<file path="config.mk">
export PLATFORM = sky130hd
export DESIGN_NAME = level_meter_peak_hold
export DESIGN_NICKNAME = d
export VERILOG_FILES = /design/src/rtl/level_meter_peak_hold.sv
export SDC_FILE = /design/constraint.sdc
export NUM_CORES = 1
export LEC_CHECK = 0
export CORE_AREA = 2 2 59 89
export DETAILED_ROUTE_END_ITERATION = 16
export DIE_AREA = 0 0 61 91
export SETUP_SLACK_MARGIN = 0.5
export SYNTH_ARGS = -nofsm -noshare
export SYNTH_HDL_FRONTEND = slang
export SYNTH_SLANG_ARGS = --single-unit
</file>
<file path="constraint.sdc">
create_clock -name clk -period 17.55 [get_ports clk]
set_input_delay 3.51 -clock clk [delete_from_list [all_inputs] [get_ports clk]]
set_output_delay 3.51 -clock clk [all_outputs]
set_load 0.02 [all_outputs]
</file>
<file path="src/rtl/level_meter_peak_hold.sv">
// Logarithmic bar-level meter with peak-hold and timed decay, one-deep
// valid/ready pipeline between the min/max buffer and the display driver.
module level_meter_peak_hold #(
    parameter int width         = 16,
    parameter int level_count   = 8,
    parameter int hold_samples  = 4,
    parameter int decay_samples = 2,
    parameter int LW            = $clog2(level_count + 1)
) (
    input  logic                   clk,
    input  logic                   reset,
    input  logic                   i_valid,
    output logic                   i_ready,
    input  logic [width-1:0]       i_value,
    output logic                   o_valid,
    input  logic                   o_ready,
    output logic [LW-1:0]          o_level,
    output logic [LW-1:0]          o_peak,
    output logic [level_count-1:0] o_bar
);

    localparam int HCW = $clog2(hold_samples + 1);
    localparam int DCW = $clog2(decay_samples + 1);

    logic [LW-1:0]          r_peak;
    logic [HCW-1:0]         r_hc;
    logic [DCW-1:0]         r_dc;
    logic [LW-1:0]          r_level;
    logic [level_count-1:0] r_bar;
    logic                   r_valid;

    logic [LW-1:0]          w_level;
    logic [LW-1:0]          w_peakNext;
    logic [HCW-1:0]         w_hcNext;
    logic [DCW-1:0]         w_dcNext;
    logic [level_count-1:0] w_bar;
    logic                   w_accept;

    assign i_ready  = reset & (!r_valid | o_ready);
    assign w_accept = i_valid & i_ready;

    // Segment k lights when any bit at or above its threshold position is set.
    always_comb begin
        w_level = '0;
        for (int k = 1; k <= level_count; k++) begin
            if ((i_value >> (width - level_count + k - 1)) != '0) begin
                w_level = w_level + LW'(1);
            end
        end
    end

    always_comb begin
        w_peakNext = r_peak;
        w_hcNext   = r_hc;
        w_dcNext   = r_dc;
        if (w_level >= r_peak) begin
            w_peakNext = w_level;
            w_hcNext   = HCW'(hold_samples);
            w_dcNext   = DCW'(decay_samples);
        end else if (r_hc != '0) begin
            w_hcNext = r_hc - HCW'(1);
        end else if (r_dc > DCW'(1)) begin
            w_dcNext = r_dc - DCW'(1);
        end else begin
            w_peakNext = r_peak - LW'(1);
            w_dcNext   = DCW'(decay_samples);
        end
    end

    always_comb begin
        w_bar = '0;
        for (int k = 0; k < level_count; k++) begin
            w_bar[k] = (k < int'(w_level)) ||
                       ((w_peakNext != '0) && (k == int'(w_peakNext) - 1));
        end
    end

    // Peak state only moves on accepted samples, so stalls freeze the decay.
    always_ff @(posedge clk) begin
        if (!reset) begin
            r_peak  <= '0;
            r_hc    <= '0;
            r_dc    <= '0;
            r_level <= '0;
            r_bar   <= '0;
            r_valid <= 1'b0;
        end else if (w_accept) begin
            r_peak  <= w_peakNext;
            r_hc    <= w_hcNext;
            r_dc    <= w_dcNext;
            r_level <= w_level;
            r_bar   <= w_bar;
            r_valid <= 1'b1;
        end else if (r_valid && o_ready) begin
            r_valid <= 1'b0;
        end
    end

    assign o_valid = r_valid;
    assign o_level = r_level;
    assign o_peak  = r_peak;
    assign o_bar   = r_bar;

endmodule

</file>
# --- Yosys cells after proc, flatten, opt, wreduce, memory -nomap -nowiden ---
# Index checks and enable logic that the tools add are counted.
classes:
  eq_ne: 8
  reduce_logical: 32
  n_mux: 18
  n_bitwise: 3
  order_cmp: 10
  add_sub_neg: 11
ops:
  columns: ["op", "n"]
  rows:
  - ["nonzero test 16 bit", 7]
  - ["two-way mux 4 bit", 10]
  - ["logical NOT 32 bit", 1]
  - ["adder 4 x 1 -> 4 bit, second input constant", 6]
  - ["equality test 4 x 5 -> 1 bit, first input constant", 4]
  - ["less-than comparator 3 x 4 -> 1 bit, first input constant", 4]
  - ["equality test 3 x 5 -> 1 bit, first input constant", 2]
  - ["logical AND 1 bit", 9]
  - ["logical OR 1 bit", 8]
  - ["less-than comparator 1 x 4 -> 1 bit, first input constant", 2]
  - ["less-than comparator 2 x 4 -> 1 bit, first input constant", 2]
  - ["two-way mux 2 bit", 3]
  - ["two-way mux 3 bit", 2]
  - ["equality test 2 x 5 -> 1 bit, first input constant", 1]
  - ["subtractor 4 x 1 -> 5 bit, second input constant", 1]
  - ["greater-or-equal comparator 4 bit", 1]
  - ["AND reduction 2 bit", 2]
  - ["nonzero test 2 bit", 2]
  - ["nonzero test 4 bit", 1]
  - ["subtractor 4 x 1 -> 4 bit, second input constant", 1]
  - ["two-way mux 1 bit", 3]
  - ["nonzero test 3 bit", 1]
  - ["subtractor 3 x 1 -> 3 bit, second input constant", 1]
  - ["adder 1 x 1 -> 2 bit, second input constant", 1]
  - ["other kinds (6)", 7]
word_totals:
  out_inout_bits: 18
  wordCells: 88
  in_bits: 20
  regBits: 22

# --- Logic depth before layout (Yosys ltp) ---
logic_depth:
  depth_word: 22
  ltp_mapped: 32

# --- Worst setup path after synthesis ---
# No wires, ideal clock.
synth_path:
  path_type: "input to register"
  from: "in i_value[14]"
  to: "reg r_bar[1], in the netlist o_bar[1]"
  path_stages: 29
  t_required_ns: 17.475
  setup_ns: 0.075
  slack_ns: 7.784
  n_path_buf: 4
  arrival_ns: 9.691
  path_cell_list: "buf_6 nor4_1 or2b_1 or3_1 nor2_1 inv_1 ha_1 clkbuf_1 buf_2 xor2_1 ha_1 or4b_2 and3_1 o32ai_1 inv_1 ha_1 nand2b_1 a21oi_1 a31oi_2 o21a_1 nor2_1 ha_1 nand2_1 o21a_1 clkbuf_1 mux2i_1 nor2_1 or3_1 o22ai_1"
synth_via:
  elab_chain_cells: 22
  elab_cells_between_ends: 30
  classes_between: "8 x add/sub; 2 x order compare; 1 x eq/ne; 9 x mux; 10 x reduce/logical"
synth_rtl:
  columns: ["element", "line", "source"]
  rows:
  - ["start, declared", "14", "input logic [width-1:0] i_value,"]
  - ["nonzero test 16 bit", "46", "if ((i_value >> (width - level_count + k - 1)) != '0) begin"]
  - ["two-way mux 1 bit", "46", null]
  - ["adder 1 x 1 -> 2 bit", "47", "w_level = w_level + LW'(1);"]
  - ["two-way mux 4 bit", "46", null]
  - ["adder 4 x 1 -> 4 bit", "47", null]
  - ["two-way mux 4 bit", "46", null]
  - ["adder 4 x 1 -> 4 bit", "47", null]
  - ["two-way mux 4 bit", "46", null]
  - ["[... 7 more ...]", null, null]
  - ["two-way mux 4 bit (*)", "46", null]
  - ["net w_level[2]", "32", "logic [LW-1:0] w_level;"]
  - ["greater-or-equal comparator 4 bit", "56", "if (w_level >= r_peak) begin"]
  - ["two-way mux 4 bit", "56", null]
  - ["subtractor 4 x 1 -> 5 bit", "74", "((w_peakNext != '0) && (k == int'(w_peakNext) - 1));"]
  - ["equality test 2 x 5 -> 1 bit", "74", null]
  - ["logical AND 1 bit", "74", null]
  - ["logical OR 1 bit (*)", "73", "w_bar[k] = (k < int'(w_level)) ||"]
  - ["end signal, assigned", "92", "r_bar <= w_bar;"]
  - ["end, declared", "29", "logic [level_count-1:0] r_bar;"]
# The timed path passes the listed nets; every way through them passes the cells marked *.
# A chain may end at the register's enable or synchronous reset.

# --- Worst setup path in the final report ---
layout_path:
  from: "in i_value[15]"
  to: "reg r_bar[1], in the netlist o_bar[1]"
layout_via:
  elab_chain_cells: 22
  elab_cells_between_ends: 30
  classes_between: "8 x add/sub; 2 x order compare; 1 x eq/ne; 9 x mux; 10 x reduce/logical"
layout_rtl:
  columns: ["element", "line"]
  rows:
  - ["nonzero test 16 bit", "46"]
  - ["two-way mux 1 bit", "46"]
  - ["adder 1 x 1 -> 2 bit", "47"]
  - ["two-way mux 4 bit", "46"]
  - ["adder 4 x 1 -> 4 bit", "47"]
  - ["two-way mux 4 bit", "46"]
  - ["adder 4 x 1 -> 4 bit", "47"]
  - ["two-way mux 4 bit", "46"]
  - ["[... 7 more ...]", null]
  - ["two-way mux 4 bit (*)", "46"]
  - ["net w_level[2]", "32"]
  - ["greater-or-equal comparator 4 bit", "56"]
  - ["two-way mux 4 bit", "56"]
  - ["subtractor 4 x 1 -> 5 bit", "74"]
  - ["equality test 2 x 5 -> 1 bit", "74"]
  - ["logical AND 1 bit", "74"]
  - ["logical OR 1 bit (*)", "73"]
# Marked as above.

==> metrics.txt <==
dpl cells 329; global-route wire length before repair 8.34 mm; vias per cell approximately 5.5; Synth top area share 0.235; Routed WL ~4.7 mm; CTS tree built; hold path depth 2; Crit path required time ~18,000 ps; number of synthesized register bits 22; Critical Path End Type flop; final hold viol count 0; post-route setup slack between 6000 and 7000 ps; Setup Slack @ Placement 6090 ps; vias in the first global route around 1,800; dominant cell type by area after synthesis dfxtp_1; Clk Latency, worst-skew pair 270 ps; GR Overflow Total 0; area growth from synthesis to layout 20.4%; worst slew pin tran 894 ps; Slew Limit Headroom 0.397; DRC Markers 0; initial antenna violation count 0; TritonRoute pass-1 iters 4; CP arrival between 10,000 and 15,000 ps; prevailing post-synth register cell dfxtp_1; Clock Skew approximately 1.5 ps; FF-to-FF setup slack 15,000 ps; syn nets approximately 280; Die W between 60 and 70 um; r2r worst-path depth 8; WL per Instance 14.1 um; Critical Path Source Type input port; io pins 38; dpl hpwl 3.67 mm; Cells after Synth approximately 240; Synth cell types 56; Syn. warnings 0; PortBufs 29; Die Ht a little over 90 um; MaxCap Viol Count 0; Max clock buf depth 2; Seq/Total Area, Yosys 0.235; root buf cell clkbuf_8; end of the worst hold path o_level[2]$_SDFFE_PN0P_; CP Buf/Inv Count 3; Initial Util 0.393; largest net degree at the start of global routing 27; slowest stage cell, crit path nor4_1; H-tree lvl count 1; via count about 1,800; Pwr per Cell Area between 80 and 90 nW/um^2; P_leak 0.000835 uW; share of cells above drive strength 1 0.0562; Diodes inserted 0; worst reg2reg path endpoint o_bar[1]$_SDFFE_PN0P_; Setup violations, final 0; crit path time final 11,230 ps; final std cells w/o fill 333; Row Count 31; Die Area 5550 um^2; FMAX between 80 and 90 MHz; Reg-to-Reg Start o_peak[0]$_SDFFE_PN0P_; Final TNS setup 0 ps; Setup Fix Bufs, Post-CTS 0; synthesized area per cell about 7.7 um^2; cts hold-fix bufs 0; core box area between 4000 and 5000 um^2; post_cts resized 0; number of enable flip-flop cells after synthesis 0; critical path's most frequent cell ha_1; worst min path class reg2reg; top cells by area, synth dfxtp_1, ha_1, nand2_1; Initial DRC Count 85; clk sink count 22; GP Congestion between 0.8 and 0.9; ys async rst share 0; worst-path maximum fanout 16; period utilization 0.640; Final Max Tran Viols 0; RSZ-0062 raised after global routing no; Post-Synthesis Cell Area ~1900 um^2; Peak VDD IR 27.5 uV; hold_sp o_level[2]$_SDFFE_PN0P_; GRT Total Usage 0.191; largest stage delay on the critical path 710 ps; status finished, final reports clean; crit-path leading delay family simple AND/OR/NAND/NOR gates; clock-pin slew on the worst setup and hold paths 80 ps; Crit Path Category in2reg; ANT nets after route 0; Nets between 300 and 400; CTS Buf Count 3
worst min-delay path, stage by stage (launching register included):
cell and delay [ps]:
dfxtp_1 320, nand3_1 60, nand2_1 50
metal layers:
layer  GRT usage  wire length (um)
met1       0.227              1920
met4      0.0779               126
met5           0                 0
met2       0.341              2580
met3     0.00855                82
cell type report:
type                       count  area [um^2]
fill                         524         2520
multi-input combinational    198         1330
sequential                    22          440
timing repair buffer          29          290
tap                           66         82.6
clock buffer                   4         55.1
inverter                      14         52.6
cells in the final DEF (no fill, tap or decap), drive strengths merged, types with 9 or more instances in the layout:
cell type	synthesis	final
a21oi	17	17
clkdlybuf4s50	0	29
dfxtp	22	22
ha	13	13
inv	14	14
nand2	25	25
nand3	11	11
nor2	17	17
o21ai	16	16
xnor2	9	9
worst max-delay path by stage:
stage	slack [ps]	depth (start not counted)	startpoint	endpoint
floorplan	7780	29	i_value[14]	o_bar[1]$_SDFFE_PN0P_
global placement	6060	27	i_value[15]	o_bar[1]$_SDFFE_PN0P_
detailed placement	6090	27	i_value[15]	o_bar[1]$_SDFFE_PN0P_
CTS	6330	27	i_value[15]	o_bar[1]$_SDFFE_PN0P_
global route	5510	27	i_value[15]	o_bar[1]$_SDFFE_PN0P_
finish	6320	27	i_value[15]	o_bar[1]$_SDFFE_PN0P_
Yosys cell counts, types with 5 or more instances:
cell and number:
inv_1 14, nand2b_1 5, xnor2_1 9, xor2_1 5, clkbuf_1 8, a21oi_1 17, ha_1 13, nor3_1 5
nand3_1 11, nand2_1 25, nor2_1 17, or3_1 6, dfxtp_1 22, o21ai_0 14, o211ai_1 5
power by group:
group / total (uW) / internal (uW) / switching (uW)
Combinational: 102 / 43.6 / 58.6
Clock: 37.7 / 20.0 / 17.7
Sequential: 61.3 / 56.6 / 4.64
state kept, by name (all words and copies together) (netlist names):
register	cells
o_bar	8
o_level	4
o_peak	4
r_hc	3
r_dc	2
o_valid	1
metrics by stage:
stage | area [um^2] | total power [uW] | util | hold WS (ps)
finish | 2250 | 201 | 0.473 | 459
global route | 2250 | 217 | 0.473 | 477
CTS | 2250 | 203 | 0.473 | 462
detailed placement | 2200 | 165 | 0.461 | 449
global placement | 2200 | 164 | 0.461 | 441
floorplan | 1870 | 134 | - | 452
cells by family after synthesis:
family	Yosys count	share of synthesized area
simple gates	98	0.287
compound gates	69	0.251
buf+inv	24	0.0528
flops	22	0.235
xor+xnor	14	0.0655
fa+ha+maj	13	0.0868
mux	4	0.0227
Note: power is estimated with default switching activity, not from simulation.
==> RTL edit: new RTL, config.mk and constraints unchanged <==
Make the reset (`reset`) asynchronous in one clocked block.
--- a/src/rtl/level_meter_peak_hold.sv
+++ b/src/rtl/level_meter_peak_hold.sv
@@ -76,7 +76,7 @@
     end
 
     // Peak state only moves on accepted samples, so stalls freeze the decay.
-    always_ff @(posedge clk) begin
+    always_ff @(posedge clk or negedge reset) begin
         if (!reset) begin
             r_peak  <= '0;
             r_hc    <= '0;
Check against the original RTL: differs if reset is asserted again (counterexample within 4 cycles, from zero or initial values and one cycle with reset low); with reset held inactive, the same outputs for 10 cycles.
==> RTL edit against the original RTL <==
- cell area up 1.3%
- critical path depth down 1
- sequential cell count unchanged
- die area unchanged
- synthesized area up 1.9%
- via count down 5.3%
- wire length down 5.2%
- clock power down 4%
- hold slack better by 0.031 ns
- power up 35%
- setup slack better by 0.62 ns
- largest power group unchanged
==> RTL edit: results (changes against the original RTL) <==
| Metric | Value |
|---|---|
| Status | complete, no violations |
| Vias in the first global route | 1752 (-2.8%) |
| Max_slew headroom | 0.4935 (+0.09703) |
| Average wire per standard cell | 13.80 um (-2.3%) |
| Worst path max stage delay | 0.66 ns (-0.05 ns) |
| First-pass GRT wire length | 7721 um (-7.4%) |
| P_clk | 0.0361 mW (-4%) |
| Logic pwr share | 0.578 (+0.070) |
| Largest net degree at the start of global routing | 25 (-7.4%) |
| Fillers | 497 (-5.2%) |
| Met2 Use GR | 0.3253 (-0.01613) |
| Primary FF master, synth | dfrtp_1 |
| Crit-path max FO | 15 (-1) |
| Worst clock skew | 0.002861 ns (+0.001387 ns) |
| Met3 usage | 0.02137 (+0.01282) |
| Worst vdd ir | 0.08753 mV (+220%) |
| Mapped Nets | 268 (-3.2%) |
| Dpl cell area | 0.002228 mm2 (+1.3%) |
| Post-Synth XOR/XNOR Area | 0.08393 (+0.01847) |
| Crit-path slowest cell | clkdlybuf4s50_1 |
| Final Non-Filler Cells | 323 (-3.0%) |
| TritonCTS Buffers | 3 (unchanged) |
| Met1 Resource Use GR | 0.1955 (-0.03184) |
| Adder-cell share of the synthesized area | 0.09180 (+0.004963) |
| Met2 wire length | 2429 um (-5.7%) |
| Mux cell area share after synthesis | 0.02885 (+0.006140) |
| LEAKAGE | 0.9755 nW (+17%) |
| Area contributors post-synth | dfrtp_1 (29%), ha_1 (9.2%), nand2_1 (6.7%), o21ai_0 (4.7%), nor2_1 (4.7%) |
| Share of cells above drive strength 1 | 0.07393 (+0.01775) |
| Via density | 5.362 (-2.4%) |
| Synthesized instance count | 234 (-4.1%) |
| DRT met1 WL | 1819 um (-5.0%) |
| Register area share after synthesis | 0.2885 (+0.05339) |
| Synth Area in Compound Gates | 0.1882 (-0.06230) |
| Metal3 WL | 99 um (+21%) |
| Commonest cells in the netlist | nand2_1 (34), nor2_1 (24), dfrtp_1 (22), o21ai_0 (18), inv_1 (15) |
| Routability Congestion | 0.8897 (+7.6%) |
| Internal cell power | 0.1532 mW (+27%) |
| Async SR Flop Fraction | 1.000 (+1.000) |
| Buffers added on ports | 29 (unchanged) |
-- RTL edit: cell count changes after synthesis, moves of 4 or more --
cell / change
a21oi_1: -9
a31oi_1: +6
dfrtp_1: +22
dfxtp_1: -22
nand2_1: +9
nand3_1: -7
nor2_1: +7
o211ai_1: -5
o21ai_0: +4
-- RTL edit: critical path, delay by kind of cell --
family | cells | cell delay, ns
multiplexers | 2 | 0.70
adder cells (fa/ha/maj) | 6 | 1.93
AND/OR/NAND/NOR | 7 | 1.80
AO/OA/AOI/OAI | 5 | 1.25
buffers and inverters | 3 | 0.83
XOR/XNOR | 3 | 0.75
-- RTL edit: per-stage QoR --
step | power, mW | hold slack, ns | worst slack [ns]
floorplan | 0.1855 | 0.4498 | 7.644
global placement | 0.2358 | 0.4691 | 6.687
detailed placement | 0.2369 | 0.4798 | 6.635
CTS | 0.2745 | 0.5011 | 6.920
global route | 0.2974 | 0.5147 | 6.367
finish | 0.2711 | 0.4897 | 6.936
-- RTL edit: worst paths after layout --
check	slack, ns	from	cells after the start	end
max	6.94	i_value[15]	26	o_bar[1]$_DFFE_PN0P_
min	0.49	o_level[1]$_DFFE_PN0P_	2	o_level[1]$_DFFE_PN0P_
max reg2reg	15.07	o_peak[2]$_DFFE_PN0P_	8	o_bar[1]$_DFFE_PN0P_
min reg2reg	0.49	o_level[1]$_DFFE_PN0P_	2	o_level[1]$_DFFE_PN0P_
max in group asynchronous	13.72	reset	2	r_dc[1]$_DFFE_PN0P_
min in group asynchronous	3.59	reset	2	o_bar[7]$_DFFE_PN0P_
-- RTL edit: area by class of cell --
class                           count  area share
Clock buffer                        4     0.02411
Inverter                           16     0.02630
Multi-Input combinational cell    185      0.5419
Sequential cell                    22      0.2411
Tap cell                           66     0.03616
Timing Repair Buffer               30      0.1304
